==> config.mk <==
export PLATFORM = sky130hd
export DESIGN_NAME = calc_op_sched_flat
export DESIGN_NICKNAME = d
export VERILOG_FILES = /design/src/rtl/calc_op_sched_if.sv /design/src/rtl/calc_op_sched.sv /design/src/flat_wrapper.sv
export SDC_FILE = /design/constraint.sdc
export NUM_CORES = 1
export LEC_CHECK = 0
export CAP_MARGIN = 10
export CORE_MARGIN = 3
export CORE_UTILIZATION = 57
export CTS_BUF_LIST = sky130_fd_sc_hd__clkbuf_4 sky130_fd_sc_hd__clkbuf_8
export CTS_CLUSTER_SIZE = 24
export DETAILED_ROUTE_END_ITERATION = 12
export GPL_TIMING_DRIVEN = 0
export PLACE_DENSITY = 0.83
export REMOVE_ABC_BUFFERS = 1
export SLEW_MARGIN = 5
export SYNTH_ARGS = -nofsm -noshare
export SYNTH_HDL_FRONTEND = slang
export SYNTH_SLANG_ARGS = --single-unit
export TNS_END_PERCENT = 1
==> constraint.sdc <==
create_clock -name clk -period 5.1 [get_ports clk]
set_input_delay 1.02 -clock clk [delete_from_list [all_inputs] [get_ports clk]]
set_output_delay 1.02 -clock clk [all_outputs]
set_load 0.1 [all_outputs]
==> src/rtl/calc_op_sched_if.sv <==
// calc_op_sched_if: request/overflow inputs and datapath strobes of the calculator op scheduler
interface calc_op_sched_if;
  logic       ad, su, mu, v;
  logic       ld_x, ld_y, ld_y2c, mul_clr, mul_step, ld_res, done, busy;
  logic [1:0] alu_op, err;
  modport master (output ad, su, mu, v,
                  input ld_x, ld_y, ld_y2c, alu_op, mul_clr, mul_step, ld_res, done, busy, err);
  modport slave  (input ad, su, mu, v,
                  output ld_x, ld_y, ld_y2c, alu_op, mul_clr, mul_step, ld_res, done, busy, err);
endinterface

==> src/rtl/calc_op_sched.sv <==
// calc_op_sched: sequences x/y load, settle, shift-add multiply and result commit; all outputs registered
module calc_op_sched #(
  parameter int WIDTH  = 8,
  parameter int SETTLE = 1
) (
  input logic            clk,
  input logic            rst,
  calc_op_sched_if.slave bus
);
  localparam int MX = (WIDTH > SETTLE) ? WIDTH : SETTLE;
  localparam int CW = (MX < 2) ? 1 : $clog2(MX);
  localparam logic [1:0] OP_ADD = 2'b00, OP_SUB = 2'b01, OP_MUL = 2'b10;
  typedef enum logic [2:0] {S_IDLE, S_LOAD, S_SETTLE, S_MSTEP, S_COMMIT, S_DONE, S_HOLD} state_t;
  state_t        state_q, state_d, run_st;
  logic [CW-1:0] cnt_q, cnt_d;
  logic [1:0]    op_q, op_d, err_q, err_d, alu_op_q, alu_op_d, nreq;
  logic          ovf_q, ovf_d, commit_ovf, is_mul;
  logic          ld_x_q, ld_x_d, ld_y_q, ld_y_d, ld_y2c_q, ld_y2c_d, mul_clr_q, mul_clr_d;
  logic          mul_step_q, mul_step_d, ld_res_q, ld_res_d, done_q, done_d, busy_q, busy_d;
  assign nreq   = 2'(bus.ad) + 2'(bus.su) + 2'(bus.mu);
  assign is_mul = op_q == OP_MUL;
  assign run_st = is_mul ? S_MSTEP : S_COMMIT;
  always_ff @(posedge clk or negedge rst) begin
    if (!rst) begin
      state_q    <= S_HOLD;
      cnt_q      <= '0;
      op_q       <= OP_ADD;
      ovf_q      <= 1'b0;
      err_q      <= 2'b00;
      alu_op_q   <= 2'b00;
      ld_x_q     <= 1'b0;
      ld_y_q     <= 1'b0;
      ld_y2c_q   <= 1'b0;
      mul_clr_q  <= 1'b0;
      mul_step_q <= 1'b0;
      ld_res_q   <= 1'b0;
      done_q     <= 1'b0;
      busy_q     <= 1'b0;
    end else begin
      state_q    <= state_d;
      cnt_q      <= cnt_d;
      op_q       <= op_d;
      ovf_q      <= ovf_d;
      err_q      <= err_d;
      alu_op_q   <= alu_op_d;
      ld_x_q     <= ld_x_d;
      ld_y_q     <= ld_y_d;
      ld_y2c_q   <= ld_y2c_d;
      mul_clr_q  <= mul_clr_d;
      mul_step_q <= mul_step_d;
      ld_res_q   <= ld_res_d;
      done_q     <= done_d;
      busy_q     <= busy_d;
    end
  end
  always_comb begin
    state_d = state_q;
    cnt_d   = cnt_q;
    op_d    = op_q;
    ovf_d   = ovf_q;
    err_d   = err_q;
    case (state_q)
      S_IDLE: begin
        if (nreq == 2'd1) begin
          state_d = S_LOAD;
          op_d    = bus.mu ? OP_MUL : bus.su ? OP_SUB : OP_ADD;
          err_d   = 2'b00;
          ovf_d   = 1'b0;
        end else if (nreq > 2'd1) begin
          state_d  = S_HOLD;
          err_d[1] = 1'b1;
        end
      end
      S_LOAD: begin
        cnt_d   = '0;
        state_d = (SETTLE > 0) ? S_SETTLE : run_st;
      end
      S_SETTLE: begin
        cnt_d   = (cnt_q == CW'(SETTLE - 1)) ? '0 : cnt_q + CW'(1);
        state_d = (cnt_q == CW'(SETTLE - 1)) ? run_st : S_SETTLE;
      end
      S_MSTEP: begin
        ovf_d   = ovf_q | bus.v;
        cnt_d   = (cnt_q == CW'(WIDTH - 1)) ? cnt_q : cnt_q + CW'(1);
        state_d = (cnt_q == CW'(WIDTH - 1)) ? S_COMMIT : S_MSTEP;
      end
      S_COMMIT: state_d = S_DONE;
      S_DONE:   state_d = S_HOLD;
      S_HOLD:   state_d = (nreq == 2'd0) ? S_IDLE : S_HOLD;
      default:  state_d = S_HOLD;
    endcase
    // ld_res is registered, so the overflow verdict is taken on the edge entering COMMIT
    commit_ovf = is_mul ? ovf_d : bus.v;
    if (state_d == S_COMMIT && commit_ovf) err_d[0] = 1'b1;
  end
  always_comb begin
    ld_x_d     = state_d == S_LOAD;
    ld_y_d     = state_d == S_LOAD && op_d != OP_SUB;
    ld_y2c_d   = state_d == S_LOAD && op_d == OP_SUB;
    mul_clr_d  = state_d == S_LOAD && op_d == OP_MUL;
    mul_step_d = state_d == S_MSTEP;
    ld_res_d   = state_d == S_COMMIT && !commit_ovf;
    done_d     = state_d == S_DONE;
    busy_d     = state_d != S_IDLE;
    alu_op_d   = (state_d == S_IDLE || state_d == S_HOLD) ? 2'b00 : op_d;
  end
  assign bus.ld_x     = ld_x_q;
  assign bus.ld_y     = ld_y_q;
  assign bus.ld_y2c   = ld_y2c_q;
  assign bus.alu_op   = alu_op_q;
  assign bus.mul_clr  = mul_clr_q;
  assign bus.mul_step = mul_step_q;
  assign bus.ld_res   = ld_res_q;
  assign bus.done     = done_q;
  assign bus.busy     = busy_q;
  assign bus.err      = err_q;
endmodule

==> src/flat_wrapper.sv <==
// flat-port wrapper written by rule: the top's interface ports become plain ports
module calc_op_sched_flat 
#(
  parameter int WIDTH  = 8,
  parameter int SETTLE = 1
)
  (clk, rst, bus_ad, bus_su, bus_mu, bus_v, bus_ld_x, bus_ld_y, bus_ld_y2c, bus_alu_op, bus_mul_clr, bus_mul_step, bus_ld_res, bus_done, bus_busy, bus_err);
  calc_op_sched_if bus_i ();
  input logic clk;
  input logic rst;
  input wire logic [$bits(bus_i.ad)-1:0] bus_ad;
  input wire logic [$bits(bus_i.su)-1:0] bus_su;
  input wire logic [$bits(bus_i.mu)-1:0] bus_mu;
  input wire logic [$bits(bus_i.v)-1:0] bus_v;
  output wire logic [$bits(bus_i.ld_x)-1:0] bus_ld_x;
  output wire logic [$bits(bus_i.ld_y)-1:0] bus_ld_y;
  output wire logic [$bits(bus_i.ld_y2c)-1:0] bus_ld_y2c;
  output wire logic [$bits(bus_i.alu_op)-1:0] bus_alu_op;
  output wire logic [$bits(bus_i.mul_clr)-1:0] bus_mul_clr;
  output wire logic [$bits(bus_i.mul_step)-1:0] bus_mul_step;
  output wire logic [$bits(bus_i.ld_res)-1:0] bus_ld_res;
  output wire logic [$bits(bus_i.done)-1:0] bus_done;
  output wire logic [$bits(bus_i.busy)-1:0] bus_busy;
  output wire logic [$bits(bus_i.err)-1:0] bus_err;
  assign bus_i.ad = bus_ad;
  assign bus_i.su = bus_su;
  assign bus_i.mu = bus_mu;
  assign bus_i.v = bus_v;
  assign bus_ld_x = bus_i.ld_x;
  assign bus_ld_y = bus_i.ld_y;
  assign bus_ld_y2c = bus_i.ld_y2c;
  assign bus_alu_op = bus_i.alu_op;
  assign bus_mul_clr = bus_i.mul_clr;
  assign bus_mul_step = bus_i.mul_step;
  assign bus_ld_res = bus_i.ld_res;
  assign bus_done = bus_i.done;
  assign bus_busy = bus_i.busy;
  assign bus_err = bus_i.err;
  calc_op_sched #(.WIDTH(WIDTH), .SETTLE(SETTLE)) u_core (.clk(clk), .rst(rst), .bus(bus_i));
endmodule
**Word level (Yosys, flattened, before mapping)**

Cells that the tools add are included.

- Output and inout bits: 12
- Word-level logic and storage cells: 79
- Register bits after elaboration: 21
- Bits of input ports: 6

- Bitwise operators: 1
- Order comparisons: 1
- Eq/ne operators: 17
- Muxes and demuxes: 23
- $add $sub $neg: 3
- Reductions and logical operators: 19

Operators with widths:

| operator | number |
|---|---|
| $mux 3 | 8 |
| $eq 3x3->1 const B | 6 |
| $pmux 3 s6 | 1 |
| $eq 3x2->1 const B | 3 |
| $logic_not 3->1 | 3 |
| $pmux 3 s3 | 1 |
| $mux 1 | 8 |
| $mux 2 | 4 |
| $eq 3x1->1 const B | 2 |
| $reduce_and 2->1 | 3 |
| $reduce_bool 2->1 | 3 |
| $reduce_bool 3->1 | 2 |
| $logic_and 1x1->1 | 5 |
| $eq 2x1->1 const B | 2 |
| $eq 2x2->1 const B | 2 |
| $add 3x1->3 const B | 1 |
| $add 1x1->2 | 1 |
| $add 2x1->2 | 1 |
| $gt 2x1->1 const B | 1 |
| $logic_not 2->1 | 1 |
| $ne 2x1->1 const B | 1 |
| $ne 2x2->1 const B | 1 |
| $pmux 1 s2 | 1 |
| $logic_not 1->1 | 1 |
| 2 further kinds | 2 |

**Longest topological paths before layout**

- Depth in word-level cells: 10
- Depth in mapped cells: 8
- Mapped depth without buffers: 7

**Worst setup path before layout**

No wires, ideal clock.

- Path kind: input to register
- Start point: input bus_su
- End point: register u_core.err_q[0], in the netlist u_core.bus.err[0]
- Path buffers: 1
- Setup time: 0.122 ns
- Stages on the path: 7
- Required time: 4.978 ns
- Path slack: 2.378 ns
- Arrival: 2.600 ns
- Cell sequence: inv_1 -> fa_1 -> nand2b_1 -> or3_1 -> buf_6 -> a32o_1 -> a22o_1

- Word-level cells in the longest chain between the ends: 10
- Elaborated cells on any way between the ends: 18
- Classes of those cells: add/sub: 2; order compare: 1; eq/ne: 2; mux: 8; reduce/logical: 5

Ends and longest elaborated chain:

| item | line | text |
|---|---|---|
| start, declared | flat_wrapper.sv:12 | `input wire logic [$bits(bus_i.su)-1:0] bus_su;` |
| $add 1x1->2 (*) | calc_op_sched.sv:20 | `assign nreq = 2'(bus.ad) + 2'(bus.su) + 2'(bus.mu);` |
| $add 2x1->2 (*) | calc_op_sched.sv:20 |  |
| $gt 2x1->1 | calc_op_sched.sv:69 | `end else if (nreq > 2'd1) begin` |
| $mux 3 | calc_op_sched.sv:69 |  |
| $mux 3 | calc_op_sched.sv:64 | `if (nreq == 2'd1) begin` |
| $pmux 3 s6 | calc_op_sched.sv:62 | `case (state_q)` |
| $eq 3x3->1 | calc_op_sched.sv:94 | `if (state_d == S_COMMIT && commit_ovf) err_d[0] = 1'b1;` |
| $logic_and 1x1->1 | calc_op_sched.sv:94 |  |
| $reduce_bool 2->1 (no line) | - |  |
| $reduce_and 2->1 (no line) | - |  |
| end signal, assigned | calc_op_sched.sv:44 | `err_q <= err_d;` |
| end, declared | calc_op_sched.sv:16 | `logic [1:0] op_q, op_d, err_q, err_d, alu_op_q, alu_op_d, nreq;` |

Mark *: on every way between the ends. The rest lies on a longest branch, timed or not.
A chain may end at the register's enable or synchronous reset.

**Worst setup path in the final report**

- Start point: input bus_mu
- End point: register u_core.err_q[0], in the netlist u_core.bus.err[0]

- Word-level cells in the longest chain between the ends: 9
- Elaborated cells on any way between the ends: 17
- Classes of those cells: add/sub: 1; order compare: 1; eq/ne: 2; mux: 8; reduce/logical: 5

Ends and longest elaborated chain:

| item | line | text |
|---|---|---|
| start, declared | flat_wrapper.sv:13 | `input wire logic [$bits(bus_i.mu)-1:0] bus_mu;` |
| $add 2x1->2 (*) | calc_op_sched.sv:20 |  |
| $gt 2x1->1 | calc_op_sched.sv:69 |  |
| $mux 3 | calc_op_sched.sv:69 |  |
| $mux 3 | calc_op_sched.sv:64 |  |
| $pmux 3 s6 | calc_op_sched.sv:62 |  |
| $eq 3x3->1 | calc_op_sched.sv:94 |  |
| $logic_and 1x1->1 | calc_op_sched.sv:94 |  |
| $reduce_bool 2->1 (no line) | - |  |
| $reduce_and 2->1 (no line) | - |  |

Marks and branches as above.

==> metrics.log <==
INFO  metric design_area = 1180 um2
INFO  metric met1Wirelength = 772 um
INFO  metric worst_margin_pin_slew = 0.9787 ns
INFO  metric cp_slowest_cell = clkdlybuf4s50_1
INFO  metric yosys_warnings = 0
INFO  metric final_critical_period = 3.145 ns
INFO  metric grt_setup_unrepaired = no
INFO  metric setup.worst_path.class = in2reg
INFO  metric design.portCount = 18
INFO  metric cts-resized-gates = 0
INFO  metric combinationalPowerShare = 54.2%
INFO  metric critical-path-top-delay-family = buffers and inverters
INFO  metric cts-htree-levels = 1
INFO  metric syn2layout_area_growth = 18.92%
INFO  metric routed_wl = 1.790 mm
INFO  metric timing.fmax = 0.3179 GHz
INFO  metric fp.dieArea = 2277 um2
INFO  metric crit_path_start_kind = input pin
INFO  metric gp_routability_congestion = 0.7819
INFO  metric netlist.top_cell.by_area = dfrtp_1
INFO  metric ir_worst_vdd = 0.4267 mV
INFO  metric ant_diodes = 0
INFO  metric final-hold-violation-count = 0
INFO  metric routed-wl-met2 = 879 um
INFO  metric run_status = complete, no violations
INFO  metric wl_met3 = 108 um
INFO  metric die-width = 47.72 um
INFO  metric maxUsedRoutingLayer = met4
INFO  metric setup-tns-final = 0 ns
INFO  metric worstPathBufferInverterCount = 2
INFO  metric synth_area_leaders = dfrtp_1 48%, dfstp_2 5.3%, ha_1 3.8%, nand2b_1 3.8%, inv_1 3.4%
INFO  metric numCtsBuffers = 3
INFO  metric design.core.area = 1577 um2
INFO  metric detail_route.vias_per_cell = 5.742
INFO  metric final.setup.worst_slack = 1.955 ns
INFO  metric synth_area = 992.2 um2
INFO  metric clk_transition_reported_paths = 0.11 ns
INFO  metric num-fill-cells = 106
INFO  metric global_route.overflow_total = 0
INFO  metric cts-root-buf = clkbuf_4
INFO  metric grt_first_pass_wirelength = 2.780 mm
INFO  metric internal_dissipation = 374.4 uW
INFO  metric relSlewSlack = 34.55%
INFO  metric num-nets-final = 123
INFO  metric timing.final.crit_share = 61.68%
INFO  metric setup.worst_path.end_class = register
INFO  metric dpl_worst_slack = 1.633 ns
INFO  metric die-height = 47.72 um
INFO  metric dpl-instance-area = 1152 um2
INFO  metric grt_start_max_net_pins = 22
INFO  metric regArea = 528.0 um2
INFO  metric p_leak = 0.5433 nW
INFO  metric final_power = 766.4 uW
INFO  metric final_layout_size_suffix_gt1_share = 8.929%
INFO  metric place.detailed.hpwl = 1.371 mm
INFO  metric io_buffers = 17
INFO  metric via_count_of_the_first_global_routing_pass = 664
INFO  metric grt_use_total = 18.08%
INFO  metric cp.required = 5.31 ns
INFO  metric floorplan.initialDensity = 62.94%
INFO  metric critical_path.max_fanout = 8
INFO  metric numClockSinks = 21
INFO  metric postSynthCellCount = 94
INFO  metric hold_class = reg2reg
INFO  metric max_cap_viols = 0
INFO  metric power_switching = 391.9 uW
INFO  metric timing.final.max_slew_violations = 0
INFO  metric synth.yosys.seq_area_share = 53.22%
INFO  metric multi_input_comb_area = 400.4 um2
INFO  metric cts_hold_buffers = 0
INFO  metric p_clk_share = 10.4%
INFO  metric worstPathArrival = 3.35 ns
INFO  metric worstSkewPairLatency = 0.31 ns
INFO  metric drtIter0Drc = 5
INFO  metric number_of_placed_instances_taps_included = 124
INFO  metric clock_tree.buffer_depth = 2
INFO  metric number_of_antenna_violations_at_the_first_check_in_global_routing = 0
INFO  metric synth_top_cell_area_share = 47.92%
INFO  metric drcViolationCount = 0
INFO  metric fin_skew = 0.004874 ns
INFO  metric final_cell_count_no_fill = 128
INFO  metric wire_per_inst = 13.98 um
INFO  metric dr_total_vias = 735
INFO  metric tritoncts = done
INFO  metric synthesis.area_per_instance = 10.56 um2
INFO  metric power.density_cell_area = 649.5 nW/um2
INFO  metric setup_viol = 0
INFO  metric swShare = 51.14%
INFO  metric rows = 14
INFO  metric critical-path-max-stage-delay = 0.53 ns
INFO  metric postRouteAntennaNets = 0
INFO  metric path_cells = clkdlybuf4s50_1 > inv_1 > fa_1 > nand2b_1 > or3_1 > a32o_1 > a22o_1
INFO  metric cts_post_setup_buffers_inserted = 0
INFO  metric synthDistinctLibCells = 33
INFO  metric ys_seq_elements = 21
INFO  metric firstDrtPassIters = 4
INFO  metric sequentialPowerShare = 35.4%
-- Yosys cell counts --
| cell | number |
|---|---|
| or2_2 | 1 |
| nor3_1 | 4 |
| inv_1 | 9 |
| and2_1 | 1 |
| or3_1 | 1 |
| a31oi_1 | 3 |
| or2_1 | 1 |
| nand2_1 | 5 |
| nor2b_1 | 3 |
| o21ai_0 | 5 |
| and3_1 | 1 |
| o221ai_1 | 1 |
| dfstp_2 | 2 |
| a22o_1 | 1 |
| fa_1 | 1 |
| nor3_4 | 1 |
| nor4_2 | 1 |
| o21bai_1 | 1 |
| nand2b_1 | 6 |
| nor2_1 | 6 |
| and4b_1 | 1 |
| a32o_1 | 1 |
| buf_6 | 2 |
| buf_4 | 1 |
| o22ai_1 | 1 |
| o2111ai_1 | 1 |
| a21oi_1 | 6 |
| ha_1 | 3 |
| nor2_2 | 1 |
| o21a_1 | 1 |
| nand3_1 | 2 |
| nor3b_1 | 1 |
| dfrtp_1 | 19 |
-- cells in the final DEF, fill, tap and decap left out --
master and n:
a21oi_1 6, a22o_1 1, a31oi_1 3, a32o_1 1
and2_1 1, and3_1 1, and4b_1 1, clkbuf_4 3
clkdlybuf4s50_1 17, clkinv_2 1, dfrtp_1 19, dfstp_2 2
fa_1 1, ha_1 3, inv_1 9, nand2_1 5
nand2b_1 6, nand3_1 2, nor2_1 6, nor2_2 1
nor2b_1 3, nor3_1 4, nor3_4 1, nor3b_1 1
nor4_2 1, o2111ai_1 1, o21a_1 1, o21ai_0 5
o21bai_1 1, o221ai_1 1, o22ai_1 1, or2_1 1
or2_2 1, or3_1 1
-- power groups by stage --
stage	Clock, mW	Sequential (mW)	Combinational, mW
floorplan	0	0.439	0.148
global placement	0	0.270	0.404
detailed placement	0	0.274	0.415
CTS	0.0807	0.270	0.417
global route	0.0898	0.277	0.442
finish	0.0793	0.272	0.415
-- layout make-up --
type,count,share of cell area (%)
Multi-Input combinational cell,61,33.93
Tap cell,16,1.697
Sequential cell,21,44.75
Clock inverter,1,0.4242
Timing Repair Buffer,17,14.42
Clock buffer,3,1.909
Inverter,9,2.863
-- kinds of logic after synthesis --
kind of cell | Yosys count | share of synthesized area (%)
AND/OR/NAND/NOR | 36 | 21.32
AO/OA/AOI/OAI | 21 | 13.24
flip-flops | 21 | 53.22
buffers and inverters | 12 | 6.431
adder cells (fa/ha/maj) | 4 | 5.801
-- tightest hold or removal path, cell delays in order (launching register included) --
cell and delay [ns]:
dfrtp_1 0.37, nor2_1 0.05, nor2_1 0.07
-- state kept, by name, summed over array words and instances, names as in the netlist --
register,cells
u_core.bus.alu_op,2
u_core.bus.busy,1
u_core.bus.done,1
u_core.bus.err,2
u_core.bus.ld_res,1
u_core.bus.ld_x,1
u_core.bus.ld_y,1
u_core.bus.ld_y2c,1
u_core.bus.mul_clr,1
u_core.bus.mul_step,1
u_core.cnt_q,3
u_core.op_q,2
u_core.ovf_q,1
u_core.state_q,3
-- worst paths after layout --
path	startpoint	endpoint	slack [ns]	cells past startpoint
max reg2reg	u_core.cnt_q[0]	u_core.bus.alu_op[0]	3.00	7
min in group asynchronous	rst	u_core.bus.mul_clr	1.19	1
min reg2reg	u_core.bus.err[1]	u_core.bus.err[1]	0.52	2
min	u_core.bus.err[1]	u_core.bus.err[1]	0.52	2
max	bus_mu	u_core.bus.err[0]	1.95	7
max in group asynchronous	rst	u_core.cnt_q[1]	3.37	1
-- metrics by stage --
step	hold slack, ns	utilization [%]
2_1_floorplan	0.4629	-
3_3_place_gp	0.4776	73.10
3_5_place_dp	0.4971	73.10
4_1_cts	0.5239	74.84
5_1_grt	0.5425	74.84
6_report	0.5197	74.84
-- layer usage --
layer  up-vias  GRT usage [%]
li1        357              -
met1       348          22.46
met2        25          28.50
met3         5          4.135
met4         0          10.75
met5         -              0
Power figures use the tool's default switching activity.
==> variant: new RTL, same flow settings <==
`WIDTH` is set to 8 in 2 places; all go to 16.
--- a/src/rtl/calc_op_sched.sv
+++ b/src/rtl/calc_op_sched.sv
@@ -1,6 +1,6 @@
 // calc_op_sched: sequences x/y load, settle, shift-add multiply and result commit; all outputs registered
 module calc_op_sched #(
-  parameter int WIDTH  = 8,
+  parameter int WIDTH  = 16,
   parameter int SETTLE = 1
 ) (
   input logic            clk,
--- a/src/flat_wrapper.sv
+++ b/src/flat_wrapper.sv
@@ -1,7 +1,7 @@
 // flat-port wrapper written by rule: the top's interface ports become plain ports
 module calc_op_sched_flat 
 #(
-  parameter int WIDTH  = 8,
+  parameter int WIDTH  = 16,
   parameter int SETTLE = 1
 )
   (clk, rst, bus_ad, bus_su, bus_mu, bus_v, bus_ld_x, bus_ld_y, bus_ld_y2c, bus_alu_op, bus_mul_clr, bus_mul_step, bus_ld_res, bus_done, bus_busy, bus_err);
Formal check against the unedited RTL: same outputs for any inputs over 10 cycles, from zero or initial values and one cycle with rst low; that may be too few to reach the edited logic, so the function may still have changed.
==> variant against the unedited design <==
Sequential cell count rose by 1; hold slack got worse by 0.0019 ns; synthesized cell count up 9.6%; non-clock buffer count is the same; clock power rose by 9.5%; synthesized area up 3.8%; worst setup slack improved by 0.083 ns; final area is 4.2% higher; routed wire length is 4.7% higher; total power increased by 7.1%; largest cell class unchanged; largest power group unchanged.
==> variant: results (changes against the unedited design) <==
Critical path:
- The worst-case register-to-register setup slack is 3.18 ns (+0.18 ns).
- The worst reg-to-reg path cell count is 4 (-3).
- The critical path data arrival time is 3.27 ns (-0.08 ns).

Placed design:
- The post-place instance area is 1200 sq um (+4.1%).
- The weighted congestion reported at the end of routability-driven placement is 0.818 (+4.6%).

Yosys:
- In the post-synthesis netlist, the biggest area contributors are sky130_fd_sc_hd__dfrtp_1 49%, sky130_fd_sc_hd__dfstp_2 5.1%, sky130_fd_sc_hd__o21ai_0 4.9%.
- Sorting the synthesized cells by how often they occur yields 20 x sky130_fd_sc_hd__dfrtp_1, 10 x sky130_fd_sc_hd__nor2_1, 10 x sky130_fd_sc_hd__o21ai_0, 7 x sky130_fd_sc_hd__inv_1, 7 x sky130_fd_sc_hd__nand2_1.
- The fraction of the mapped netlist area in compound gates is 0.146 (+0.0134).
- The area share of fa/ha/maj cells after synthesis was 0.0437 (-0.0143).

Finish:
- The largest registers in the layout are u_core.cnt_q: 4 flops, u_core.state_q: 3 flops.
- The final layout net count is 130 (+5.7%).
- The area taken by multi-input logic gates is 420 sq um (+5.0%).
- The flip-flop and latch area is 553 sq um (+4.7%).
- The share of layout cells above drive strength 1 is 0.0917 (+0.00238).
- The inverter count is 7 (-2).

Die:
- The die area is 2350 sq um (+3.3%).

STA:
- The minimum clock period after layout came to 3.06 ns (-0.0835 ns).
- The setup clock skew after layout is 0.00926 ns (+0.00439 ns).
- The worst slew margin relative to its limit is 0.346 (+0.000475).

Hold path:
- For hold timing, the worst endpoint is u_core.bus.err[0].
- The count of cells along the worst hold path is 1 (-1).

Run status:
- The flow ran to the end, and the final reports show no timing, DRC or antenna violations.

Clock tree:
- The number of sinks handled by clock tree synthesis was 22 (+4.8%).

Detailed routing:
- The initial DRC count is 10 (+5).
- The average routed wire per standard cell is 13.0 um (-6.9%).

Pwr:
- The largest vdd supply drop is 0.396 mV (-7.3%).
==> variant: layer usage <==
metal,vias up,GRT usage,share of wire
met4,0,0.0900,0.021
met3,5,0.0429,0.057
met1,373,0.234,0.44
met2,23,0.294,0.48
li1,387,-,-
met5,-,0,0
==> variant: worst max-delay path: stages <==
cell	delay [ns]
sky130_fd_sc_hd__clkdlybuf4s50_1	0.49
sky130_fd_sc_hd__inv_1	0.10
sky130_fd_sc_hd__fa_1	0.54
sky130_fd_sc_hd__nand2b_1	0.23
sky130_fd_sc_hd__or2_0	0.38
sky130_fd_sc_hd__a32o_2	0.33
sky130_fd_sc_hd__a22o_1	0.18
==> variant: cell families after synthesis <==
family,after synthesis
AND/OR/NAND/NOR,42
AO/OA/AOI/OAI,25
flip-flops,22
buffers and inverters,11
adder cells (fa/ha/maj),3
==> variant: report_power, final <==
part           internal [mW]  switching [mW]  total (mW)  leakage (nW)
logic                  0.133           0.315       0.448         0.252
registers              0.235          0.0517       0.286         0.282
clock network         0.0359          0.0508      0.0868        0.0184
